$ cat config.mk
export PLATFORM = sky130hd
export DESIGN_NAME = stopwatch_lap_core
export DESIGN_NICKNAME = d
export VERILOG_FILES = /design/src/rtl/stopwatch_lap_core.sv
export SDC_FILE = /design/constraint.sdc
export NUM_CORES = 1
export LEC_CHECK = 0
export CAP_MARGIN = 20
export CORE_MARGIN = 5
export CORE_UTILIZATION = 53
export DETAILED_ROUTE_END_ITERATION = 7
export PLACE_DENSITY = 0.84
export SETUP_SLACK_MARGIN = 0.05
export SYNTH_ARGS = -nofsm -noshare
export SYNTH_HDL_FRONTEND = slang
export SYNTH_SLANG_ARGS = --single-unit
$ cat constraint.sdc
create_clock -name clk -period 7.7 [get_ports clk]
set_input_delay 0.77 -clock clk [delete_from_list [all_inputs] [get_ports clk]]
set_output_delay 0.77 -clock clk [all_outputs]
set_load 0.005 [all_outputs]
$ cat src/rtl/stopwatch_lap_core.sv
// stopwatch_lap_core
//   BCD stopwatch / countdown timer with a prescaled time base and a
//   first-word-fall-through lap FIFO.
//
// Ports
//   clk          in   system clock, rising edge
//   rst          in   asynchronous active-high reset
//   tick_en      in   time-base enable pulse
//   start_pause  in   toggles run / pause
//   clear        in   zeroes count and prescaler, returns to IDLE
//   lap          in   captures time_bcd into the lap FIFO (RUN/PAUSE only)
//   lap_rd       in   pops the lap FIFO head
//   mode_down    in   0 = count up, 1 = count down
//   load         in   presets the count from load_value (not in RUN)
//   load_value   in   BCD preset value
//   time_bcd     out  current count (registered)
//   running      out  FSM is in RUN
//   expired      out  FSM is in EXPIRED
//   lap_bcd      out  FIFO head (zero while FIFO empty)
//   lap_valid    out  FIFO not empty
//   lap_full     out  FIFO holds LAP_DEPTH entries
//   lap_overflow out  sticky: a lap capture was dropped
module stopwatch_lap_core #(
  parameter int NUM_DIGITS = 4,
  parameter int TICK_DIV   = 10,
  parameter int LAP_DEPTH  = 4
) (
  input  logic                    clk,
  input  logic                    rst,
  input  logic                    tick_en,
  input  logic                    start_pause,
  input  logic                    clear,
  input  logic                    lap,
  input  logic                    lap_rd,
  input  logic                    mode_down,
  input  logic                    load,
  input  logic [4*NUM_DIGITS-1:0] load_value,
  output logic [4*NUM_DIGITS-1:0] time_bcd,
  output logic                    running,
  output logic                    expired,
  output logic [4*NUM_DIGITS-1:0] lap_bcd,
  output logic                    lap_valid,
  output logic                    lap_full,
  output logic                    lap_overflow
);

  localparam int W  = 4 * NUM_DIGITS;
  localparam int PW = 10;
  localparam int AW = $clog2(LAP_DEPTH);
  localparam logic [PW-1:0] PRESC_LAST = PW'(TICK_DIV - 1);
  localparam logic [AW:0]   OCC_FULL   = (AW+1)'(LAP_DEPTH);

  typedef enum logic [1:0] {
    IDLE    = 2'd0,
    RUN     = 2'd1,
    PAUSE   = 2'd2,
    EXPIRED = 2'd3
  } state_t;

  // BCD increment; a digit above 9 that receives the carry is stepped as if it were 9.
  function automatic logic [W-1:0] bcd_inc(input logic [W-1:0] v);
    logic [W-1:0] r;
    logic         carry;
    logic [3:0]   d;
    r     = v;
    carry = 1'b1;
    for (int i = 0; i < NUM_DIGITS; i++) begin
      d = v[4*i +: 4];
      if (carry) begin
        if (d >= 4'd9) begin
          r[4*i +: 4] = 4'd0;
          carry       = 1'b1;
        end else begin
          r[4*i +: 4] = d + 4'd1;
          carry       = 1'b0;
        end
      end else begin
        r[4*i +: 4] = d;
      end
    end
    return r;
  endfunction

  // BCD decrement; a digit above 9 that receives the borrow is stepped as if it were 9.
  function automatic logic [W-1:0] bcd_dec(input logic [W-1:0] v);
    logic [W-1:0] r;
    logic         borrow;
    logic [3:0]   d;
    r      = v;
    borrow = 1'b1;
    for (int i = 0; i < NUM_DIGITS; i++) begin
      d = v[4*i +: 4];
      if (borrow) begin
        if (d == 4'd0) begin
          r[4*i +: 4] = 4'd9;
          borrow      = 1'b1;
        end else if (d > 4'd9) begin
          r[4*i +: 4] = 4'd8;
          borrow      = 1'b0;
        end else begin
          r[4*i +: 4] = d - 4'd1;
          borrow      = 1'b0;
        end
      end else begin
        r[4*i +: 4] = d;
      end
    end
    return r;
  endfunction

  state_t        state_r, state_next;
  logic [W-1:0]  count_next;
  logic [W-1:0]  stepped_s;
  logic [PW-1:0] presc_r, presc_next;
  logic          step_s;

  logic [W-1:0]  mem_r [LAP_DEPTH];
  logic [AW-1:0] wr_ptr_r, rd_ptr_r;
  logic [AW:0]   occ_r;
  logic          push_req_s, push_s, pop_s, full_s;

  // Next-state, next-count and prescaler logic with clear > load > start_pause priority.
  always_comb begin
    state_next = state_r;
    count_next = time_bcd;
    presc_next = presc_r;
    step_s     = 1'b0;
    stepped_s  = time_bcd;

    if ((state_r == RUN) && tick_en) begin
      if (presc_r == PRESC_LAST) begin
        presc_next = '0;
        step_s     = 1'b1;
      end else begin
        presc_next = presc_r + PW'(1);
      end
    end else begin
      presc_next = presc_r;
    end

    if (step_s) begin
      if (mode_down) begin
        stepped_s = bcd_dec(time_bcd);
        // Reaching zero while counting down ends the run on this same edge.
        if (stepped_s == '0) begin
          state_next = EXPIRED;
        end else begin
          state_next = state_r;
        end
      end else begin
        stepped_s = bcd_inc(time_bcd);
      end
      count_next = stepped_s;
    end else begin
      count_next = time_bcd;
    end

    if (clear) begin
      state_next = IDLE;
      count_next = '0;
      presc_next = '0;
    end else if (load) begin
      // A load during RUN is dropped and also masks start_pause.
      if (state_r != RUN) begin
        state_next = IDLE;
        count_next = load_value;
        presc_next = '0;
      end else begin
        state_next = state_next;
      end
    end else if (start_pause) begin
      case (state_r)
        IDLE: begin
          if (!(mode_down && (time_bcd == '0))) begin
            state_next = RUN;
          end else begin
            state_next = IDLE;
          end
        end
        RUN: begin
          // An expiry on the same edge takes precedence over pausing.
          if (state_next == RUN) begin
            state_next = PAUSE;
          end else begin
            state_next = state_next;
          end
        end
        PAUSE:   state_next = RUN;
        EXPIRED: state_next = EXPIRED;
        default: state_next = IDLE;
      endcase
    end else begin
      state_next = state_next;
    end
  end

  // State, count, prescaler and status flag registers.
  always_ff @(posedge clk or posedge rst) begin
    if (rst) begin
      state_r  <= IDLE;
      time_bcd <= '0;
      presc_r  <= '0;
      running  <= 1'b0;
      expired  <= 1'b0;
    end else begin
      state_r  <= state_next;
      time_bcd <= count_next;
      presc_r  <= presc_next;
      running  <= (state_next == RUN);
      expired  <= (state_next == EXPIRED);
    end
  end

  // Lap FIFO control: pop only when non-empty; a push into a full FIFO needs a same-cycle pop.
  always_comb begin
    full_s     = (occ_r == OCC_FULL);
    push_req_s = lap && ((state_r == RUN) || (state_r == PAUSE));
    pop_s      = lap_rd && (occ_r != '0);
    push_s     = push_req_s && (!full_s || pop_s);
  end

  // FIFO pointers, occupancy and sticky overflow flag.
  always_ff @(posedge clk or posedge rst) begin
    if (rst) begin
      wr_ptr_r     <= '0;
      rd_ptr_r     <= '0;
      occ_r        <= '0;
      lap_overflow <= 1'b0;
    end else begin
      if (push_s) begin
        wr_ptr_r <= wr_ptr_r + AW'(1);
      end else begin
        wr_ptr_r <= wr_ptr_r;
      end
      if (pop_s) begin
        rd_ptr_r <= rd_ptr_r + AW'(1);
      end else begin
        rd_ptr_r <= rd_ptr_r;
      end
      case ({push_s, pop_s})
        2'b10:   occ_r <= occ_r + (AW+1)'(1);
        2'b01:   occ_r <= occ_r - (AW+1)'(1);
        default: occ_r <= occ_r;
      endcase
      if (push_req_s && full_s && !pop_s) begin
        lap_overflow <= 1'b1;
      end else begin
        lap_overflow <= lap_overflow;
      end
    end
  end

  // FIFO storage; contents are only observable through the valid-gated head.
  always_ff @(posedge clk) begin
    if (push_s) begin
      mem_r[wr_ptr_r] <= time_bcd;
    end else begin
      mem_r[wr_ptr_r] <= mem_r[wr_ptr_r];
    end
  end

  assign lap_valid = (occ_r != '0);
  assign lap_full  = (occ_r == OCC_FULL);
  assign lap_bcd   = lap_valid ? mem_r[rd_ptr_r] : '0;

endmodule
==> impl_metrics.py, run 1 <==
metrics = {
    "sta": {
        "fmax_mhz": 321,
        "timing.hold.ws_ps": 482,
        "slew_viol_final": 0,
        "slew-limit-headroom_pct": 39.4,
        "final-setup-viol-count": 0,
        "finalSetupTns_ps": 0,
        "hold_viol": 0,
        "fin_ws_ps": 4580,
        "worst_pin_slew_ps": 906,
        "rsz0062_at_grt": "no",
        "finalClockSkew_ps": 9.37,
        "finalCritPeriodShare_pct": 40.5,
        "layout_min_cycle_time_ps": 3120,
    },
    "power_and_ir_drop": {
        "p_per_area_nw_per_um2": 234,
        "power_mw": 1.54,
        "vdd_drop_max_mv": 0.190,
        "p_leak_nw": 2.42,
    },
    "finish": {
        "mostFrequentLayoutCell": "edfxtp_1",
        "synthToLayoutAreaGrowth_pct": 15.5,
        "drive_above_1_share_pct": 7.51,
        "final_cell_mix": "64 x edfxtp_1, 61 x clkdlybuf4s50_1, 40 x nor2_1",
        "regArea_um2": 2870,
        "utilization_pct": 61.7,
        "insertedDiodeCount": 0,
        "fillers": 848,
        "num-nets-final": 606,
        "multi_input_area_um2": 2620,
        "design_area_um2": 6600,
        "final_cell_count_no_fill": 699,
    },
    "drt": {
        "drc": 0,
        "wl_met2_mm": 6.31,
        "drt_iter0_markers": 382,
        "antenna_left": 0,
        "top_layer": "met4",
        "vias_per_cell": 6.09,
        "num_vias": 4259,
        "firstDrtPassIters": 5,
        "drt-total-wl_mm": 12.8,
        "wire_per_inst_um": 18.3,
        "wl_met1_mm": 5.56,
        "dr_wl_met3_um": 805,
    },
    "global_route": {
        "antenna_found_initial": 0,
        "grt_util_all_layers_pct": 20.1,
        "grt_max_degree": 39,
        "overflow": 0,
        "grt_pass1_wl_mm": 21.0,
        "grt_pass1_vias": 4211,
    },
    "logic_synthesis": {
        "ys_seq_area_share_pct": 50.3,
        "avgSynthCellArea_um2": 11.2,
        "syn_area_um2": 5710,
        "yosysUniqueCellTypes": 67,
        "syn_nets": 563,
        "synthFlopType": "edfxtp_1",
        "postSynthCellCount": 511,
        "ys_ff_latch": 102,
        "synth_edf_count": 64,
        "ys.warnings.count": 0,
        "synth-async-reset-ratio_pct": 37.3,
    },
    "die": {
        "fp.dieH_um": 114,
        "start_util_pct": 53.4,
        "die_w_um": 114,
        "rows": 38,
        "core-area_um2": 10700,
        "die_area_um2": 13000,
        "io_pins": 62,
    },
    "critical_path": {
        "endpoint_kind": "output port",
        "start_kind": "flop",
        "r2r-start": "time_bcd[4]",
        "crit_start": "rd_ptr_r[0]",
        "critPathKind": "flop to output port",
        "crit_chain": "buf_16 -> mux4_2 -> and2_1 -> clkdlybuf4s50_1",
        "cp.arrival_ps": 2350,
        "required_ps": 6930,
        "critPathMaxStageDelay_ps": 640,
        "path_max_fanout": 12,
        "cp_slowest_cell": "dfrtp_1",
    },
    "clock_network": {
        "cts_tree": "built",
        "cts_resized": 0,
        "clock_sinks": 102,
        "clk_pin_slew_worst_paths_ps": 100,
        "postCtsSetupBuffers": 0,
        "cts_hold_buf": 0,
        "htree_levels": 3,
        "numCtsBuffers": 9,
        "worst_skew_pair.late_latency_ps": 350,
        "ctsRootBufferMaster": "clkbuf_8",
        "cts_max_path_buffers": 2,
    },
    "placed_design": {
        "place_hpwl_mm": 8.92,
        "place.gp.congestion": 0.935,
        "dp.cells": 682,
        "dpl_worst_slack_ps": 4410,
        "place_area_um2": 6380,
        "io_buffers": 61,
    },
    "min_path": {
        "hold_start": "lap_overflow",
        "hold_path_class": "flop to flop",
    },
    "status": {
        "status": "complete, no violations",
    },
    "run": {
        "maxCapViolations": 0,
    },
}
[cells in the mapped netlist, types with 8 or more instances]
library cell  number  area [um^2]
edfxtp_1          64         1920
nor2_1            40          150
dfrtp_1           38          951
o21ai_0           32          160
clkbuf_1          26         97.6
ha_1              26          325
a21oi_1           25          125
and2_1            24          150
inv_1             24         90.1
nand2_1           24         90.1
mux4_2            16          360
nor3_1            15         75.1
nand3_1           13         65.1
o31ai_1           10         75.1
xnor2_1            9         78.8
xor2_1             9         78.8
a211oi_1           8         60.1
nand2b_1           8         50.1
[flip-flops by register name, indices dropped and copies added, names as in the netlist]
| signal | flops |
|---|---|
| time_bcd | 16 |
| lap_overflow | 1 |
| wr_ptr_r | 2 |
| occ_r | 3 |
| running | 1 |
| state_r | 2 |
| expired | 1 |
| rd_ptr_r | 2 |
| presc_r | 10 |
| mem_r | 64 |
[worst max-delay path, delay by kind of cell (launching register included)]
family | cells | cell delay (ps)
AND/OR/NAND/NOR | 1 | 190
buffers and inverters | 2 | 660
multiplexers | 1 | 500
flip-flops | 1 | 640
[metal layers]
layer | global-route usage, % | vias to the layer above
li1 | - | 1980
met1 | 27.0 | 2079
met2 | 34.4 | 182
met3 | 2.33 | 18
met4 | 6.41 | 0
met5 | 0 | -
[layout make-up]
cell class | instances | area share [%]
clock buffers | 11 | 1.99
clock inverters | 5 | 0.873
inverters | 24 | 1.37
multi-input cells | 353 | 39.7
flip-flops and latches | 102 | 43.6
well taps | 140 | 2.66
repair buffers | 64 | 9.90
[worst paths after layout]
path | to | slack [ps] | cells past startpoint
max in group asynchronous | time_bcd[3] | 6480 | 3
worst max-delay path | lap_bcd[5] | 4580 | 4
worst min register to register | lap_overflow | 480 | 1
min in group asynchronous | presc_r[8] | 850 | 3
worst min-delay path | lap_overflow | 480 | 1
worst max register to register | running | 4630 | 9
[report_power, final]
part	switching, mW	leakage, nW	internal, mW
clock network	0.179	0.0981	0.152
logic	0.208	1.23	0.317
registers	0.0701	1.09	0.617
[cells by family after synthesis]
| kind of cell | share of synthesized area (%) |
|---|---|
| muxes | 7.03 |
| and+or+nand+nor | 15.4 |
| adders and majority gates | 6.05 |
| buffers and inverters | 3.90 |
| DFF | 50.3 |
| AOI/OAI and AO/OA | 14.6 |
| xor gates and xnor gates | 2.76 |
No activity file was read; power rests on OpenSTA's default activity.
==> inputs of run 2 (changes only) <==
- clock period: 7.7 -> 3.1 ns (I/O delays scaled with it)
==> run 2 against run 1 <==
Sequential power up 140%. Final cell count up 3.9%. Worst hold slack worse by 130 ps. Non-clock buffer count up 27. Sequential share of layout area down 1.2 points. Core utilization up 1.7 points. Global-route usage up 1.9 points. Die area unchanged. Cell area up 2.8%. Power up 150%. Clock power up 140%. Critical path type is now flop to flop. Largest power group unchanged. Highest routed layer unchanged.
==> impl_metrics.py, run 2 (synthesis gave the netlist of run 1 again) <==
metrics = {
    "power_and_ir_drop": {
        "vdd_drop_max_mv": 0.498,
        "total_switching_power_mw": 1.19,
        "p_seq_share_pct": 43.0,
        "clkPwrFrac_pct": 21.2,
        "p_leak_nw": 2.55,
        "p_int_mw": 2.63,
        "p_per_area_nw_per_um2": 564,
        "pwr-share-comb_pct": 35.8,
        "p_sw_share_pct": 31.2,
        "power_mw": 3.82,
    },
    "critical_path": {
        "critPathKind": "flop to flop",
        "cp.buffers_inverters": 1,
        "cp.arrival_ps": 3100,
        "crit_start": "time_bcd[5]",
        "path_max_fanout": 8,
        "endpoint_kind": "flop",
        "reg2reg_to": "running",
        "reg2reg_depth": 9,
        "r2r_slack_ps": 270,
        "critical_path.top_delay_family": "simple AND/OR/NAND/NOR gates",
        "cp_slowest_cell": "or3b_1",
        "r2r-start": "time_bcd[5]",
        "crit_chain": "inv_1 -> ha_1 -> or3b_1 -> o41ai_1 -> o21ai_0 -> nor3_1 -> nand4_2 -> a21oi_2 -> and3b_1",
        "start_kind": "flop",
        "critPathMaxStageDelay_ps": 500,
        "required_ps": 3370,
    },
    "global_route": {
        "grt_pass1_vias": 4437,
        "grt_max_degree": 39,
        "grt_util_all_layers_pct": 22.0,
        "overflow": 0,
        "grt_pass1_wl_mm": 22.5,
        "antenna_found_initial": 0,
    },
    "die": {
        "fp.dieH_um": 114,
        "die_area_um2": 13000,
        "rows": 38,
        "io_pins": 62,
        "core-area_um2": 10700,
        "die_w_um": 114,
        "start_util_pct": 53.4,
    },
    "drt": {
        "drt-total-wl_mm": 13.7,
        "firstDrtPassIters": 5,
        "num_vias": 4368,
        "wire_per_inst_um": 18.9,
        "antenna_left": 0,
        "vias_per_cell": 6.02,
        "drc": 0,
        "drt_iter0_markers": 416,
    },
    "sta": {
        "timing.hold.ws_ps": 351,
        "slew-limit-headroom_pct": 49.1,
        "finalCritPeriodShare_pct": 91.4,
        "hold_viol": 0,
        "slew_viol_final": 0,
        "layout_min_cycle_time_ps": 2830,
        "rsz0062_at_grt": "no",
        "finalSetupTns_ps": 0,
        "fmax_mhz": 353,
        "worst_pin_slew_ps": 764,
        "fin_ws_ps": 268,
        "finalClockSkew_ps": 10.5,
        "final-setup-viol-count": 0,
    },
    "status": {
        "status": "complete, no violations",
    },
    "finish": {
        "regMostFlops": "mem_r",
        "synthToLayoutAreaGrowth_pct": 18.7,
        "num-nets-final": 633,
        "utilization_pct": 63.4,
        "largest_registers": "mem_r: 64 flops, time_bcd: 16 flops, presc_r: 10 flops",
        "design_area_um2": 6780,
        "drive_above_1_share_pct": 12.1,
        "largest_reg_flops": 64,
        "final_cell_count_no_fill": 726,
        "insertedDiodeCount": 0,
        "final_cell_mix": "64 x edfxtp_1, 61 x clkdlybuf4s50_1, 40 x nor2_1",
        "mostFrequentLayoutCell": "edfxtp_1",
    },
    "min_path": {
        "hold_path_class": "input port to async pin",
    },
    "placed_design": {
        "place.gp.congestion": 0.914,
        "dpl_worst_slack_ps": 315,
        "io_buffers": 61,
        "place_hpwl_mm": 9.95,
        "dp.cells": 710,
        "place_area_um2": 6590,
    },
    "run": {
        "maxCapViolations": 0,
    },
    "clock_network": {
        "cts_hold_buf": 0,
        "ctsRootBufferMaster": "clkbuf_8",
        "cts_resized": 0,
        "numCtsBuffers": 9,
        "htree_levels": 3,
        "worst_skew_pair.late_latency_ps": 380,
        "cts_tree": "built",
        "postCtsSetupBuffers": 0,
        "cts_max_path_buffers": 2,
        "clock_sinks": 102,
        "clk_pin_slew_worst_paths_ps": 100,
    },
}
==> run 2: how the worst max path moves through the flow <==
stage | end | cells after the start
2_1_floorplan | running | 11
3_3_place_gp | running | 9
3_5_place_dp | running | 9
4_1_cts | running | 9
5_1_grt | running | 9
6_report | running | 9
==> run 2: metal layers <==
layer,track usage [%],share of wire (%),vias to the layer above
li1,-,-,2040
met1,28.7,43,2165
met2,37.3,50,144
met3,4.40,5.9,19
met4,6.89,1.3,0
met5,0,0,-
==> run 2: layout make-up <==
type / count / area, um^2
Fill cell: 860 / 3920
Sequential cell: 102 / 2870
Timing Repair Buffer: 91 / 836
Inverter: 24 / 90.1
Clock inverter: 7 / 63.8
Tap cell: 140 / 175
Clock buffer: 9 / 124
Multi-Input combinational cell: 353 / 2620
==> run 2: power by group through the flow <==
stage                     clock, mW  combinational (mW)  sequential (mW)
after floorplan                   0               0.837             1.62
after global placement            0                1.34             1.66
final                         0.809                1.37             1.64
after global routing          0.893                1.51             1.66
after CTS                     0.834                1.39             1.64
after detailed placement          0                1.38             1.67
==> run 2: worst reg2reg max path, delay by kind of cell (launching register included) <==
family                     cells  cell delay (ps)
buffers and inverters          1              160
AOI/OAI and AO/OA              3              710
and+or+nand+nor                4             1190
adders and majority gates      1              270
DFF                            1              390
==> inputs of run 3 (changes only) <==
- CORE_MARGIN: 5 -> not set
==> run 3 against run 2 <==
Worst setup slack lost 37 ps. Flip-flop and latch count did not move. Worst hold slack got worse by 63 ps. Final cell count down 1.1%. Fmax fell by 1.3%. Die area fell by 14%. Critical path type unchanged.
==> impl_metrics.py, run 3 (synthesis gave the netlist of run 1 again) <==
metrics = {
    "critical_path": {
        "endpoint_kind": "flop",
        "required_ps": 3360,
        "critPathKind": "flop to flop",
        "start_kind": "flop",
        "cp.arrival_ps": 3130,
        "path_max_fanout": 12,
        "r2r-start": "time_bcd[9]",
        "crit_start": "time_bcd[9]",
    },
    "sta": {
        "finalClockSkew_ps": 10.2,
        "hold_viol": 0,
        "rsz0062_at_grt": "no",
        "slew_viol_final": 0,
        "slew-limit-headroom_pct": 47.7,
        "fmax_mhz": 348,
        "layout_min_cycle_time_ps": 2870,
        "worst_pin_slew_ps": 784,
        "final-setup-viol-count": 0,
        "finalSetupTns_ps": 0,
        "finalCritPeriodShare_pct": 92.6,
    },
    "clock_network": {
        "postCtsSetupBuffers": 0,
        "cts_hold_buf": 0,
        "numCtsBuffers": 9,
        "worst_skew_pair.late_latency_ps": 360,
        "htree_levels": 3,
        "cts_tree": "built",
        "cts_resized": 0,
        "cts_max_path_buffers": 2,
        "clock_sinks": 102,
        "clk_pin_slew_worst_paths_ps": 110,
        "ctsRootBufferMaster": "clkbuf_8",
    },
    "finish": {
        "multi_input_area_um2": 2620,
        "largest_registers": "mem_r: 64 flops, time_bcd: 16 flops, presc_r: 10 flops",
        "regArea_um2": 2870,
        "regMostFlops": "mem_r",
        "largest_reg_flops": 64,
        "mostFrequentLayoutCell": "edfxtp_1",
        "final_cell_mix": "64 x edfxtp_1, 61 x clkdlybuf4s50_1, 40 x nor2_1",
        "fillers": 801,
        "synthToLayoutAreaGrowth_pct": 18.1,
        "insertedDiodeCount": 0,
        "num-nets-final": 629,
        "drive_above_1_share_pct": 11.5,
    },
    "drt": {
        "drt_iter0_markers": 504,
        "antenna_left": 0,
        "drt-total-wl_mm": 13.0,
        "vias_per_cell": 6.12,
        "firstDrtPassIters": 5,
        "wire_per_inst_um": 18.2,
        "num_vias": 4394,
        "drc": 0,
    },
    "power_and_ir_drop": {
        "p_per_area_nw_per_um2": 563,
        "power_mw": 3.80,
        "p_leak_nw": 2.53,
        "vdd_drop_max_mv": 0.482,
    },
    "min_path": {
        "hold_path_class": "input port to async pin",
    },
    "global_route": {
        "grt_max_degree": 23,
        "grt_pass1_vias": 4237,
        "grt_use_met3_pct": 3.77,
        "grt.busiest_layer": "met2",
        "grt_util_all_layers_pct": 24.4,
        "antenna_found_initial": 0,
        "grt_pass1_wl_mm": 21.2,
        "overflow": 0,
        "grt_use_met1_pct": 32.0,
        "met2_usage_pct": 42.6,
    },
    "placed_design": {
        "place_hpwl_mm": 9.25,
        "io_buffers": 61,
        "place.gp.congestion": 0.967,
    },
    "die": {
        "core-area_um2": 10400,
        "rows": 37,
        "start_util_pct": 55.1,
        "fp.dieH_um": 106,
        "io_pins": 62,
        "die_w_um": 106,
        "die_area_um2": 11200,
    },
    "status": {
        "status": "complete, no violations",
    },
    "run": {
        "maxCapViolations": 0,
    },
}
-- run 3: routing by layer --
layer  up-vias  part of all wire (%)
li1       2035                     -
met1      2150                    41
met2       191                    50
met3        18                   7.1
met4         0                   1.2
met5         -                     0
-- run 3: per-stage QoR --
step | cell area (um^2) | util, % | cells | hold slack (ps) | worst slack [ps]
floorplan | 5710 | - | 511 | 441 | 362
global placement | 6560 | 63.2 | 702 | 450 | 381
detailed placement | 6560 | 63.2 | 702 | 463 | 284
CTS | 6750 | 65.0 | 718 | 295 | 254
global route | 6750 | 65.0 | 718 | 322 | 64.3
finish | 6750 | 65.0 | 718 | 289 | 230
-- run 3: worst paths after layout --
check | to | slack (ps) | cells past startpoint
min in group clk | time_bcd[2] | 480 | 3
worst min-delay path | presc_r[9] | 290 | 3
worst max register to register | running | 230 | 9
worst min register to register | lap_overflow | 480 | 1
max in group asynchronous | lap_overflow | 2550 | 3
worst max-delay path | running | 230 | 9
-- run 3: critical path, stage by stage, from the launching register on --
cell and delay, ps:
dfrtp_1 530, inv_1 160, ha_1 200, or3b_2 510, or3_4 380, o31ai_1 280
o21a_2 190, nand4_2 140, a21oi_2 180, and3b_1 190
-- run 3: power by group --
part / internal (mW) / switching [mW] / leakage, nW
Clock: 0.310 / 0.495 / 0.0949
Sequential: 1.53 / 0.118 / 1.09
Combinational: 0.775 / 0.566 / 1.34
Total: 2.62 / 1.18 / 2.53
-- run 3: area by class of cell --
class	instances	share of cell area, %
multi-input cells	353	38.8
flip-flops and latches	102	42.6
inverters	24	1.34
repair buffers	87	11.9
clock buffers	9	1.84
clock inverters	7	0.983
well taps	136	2.52
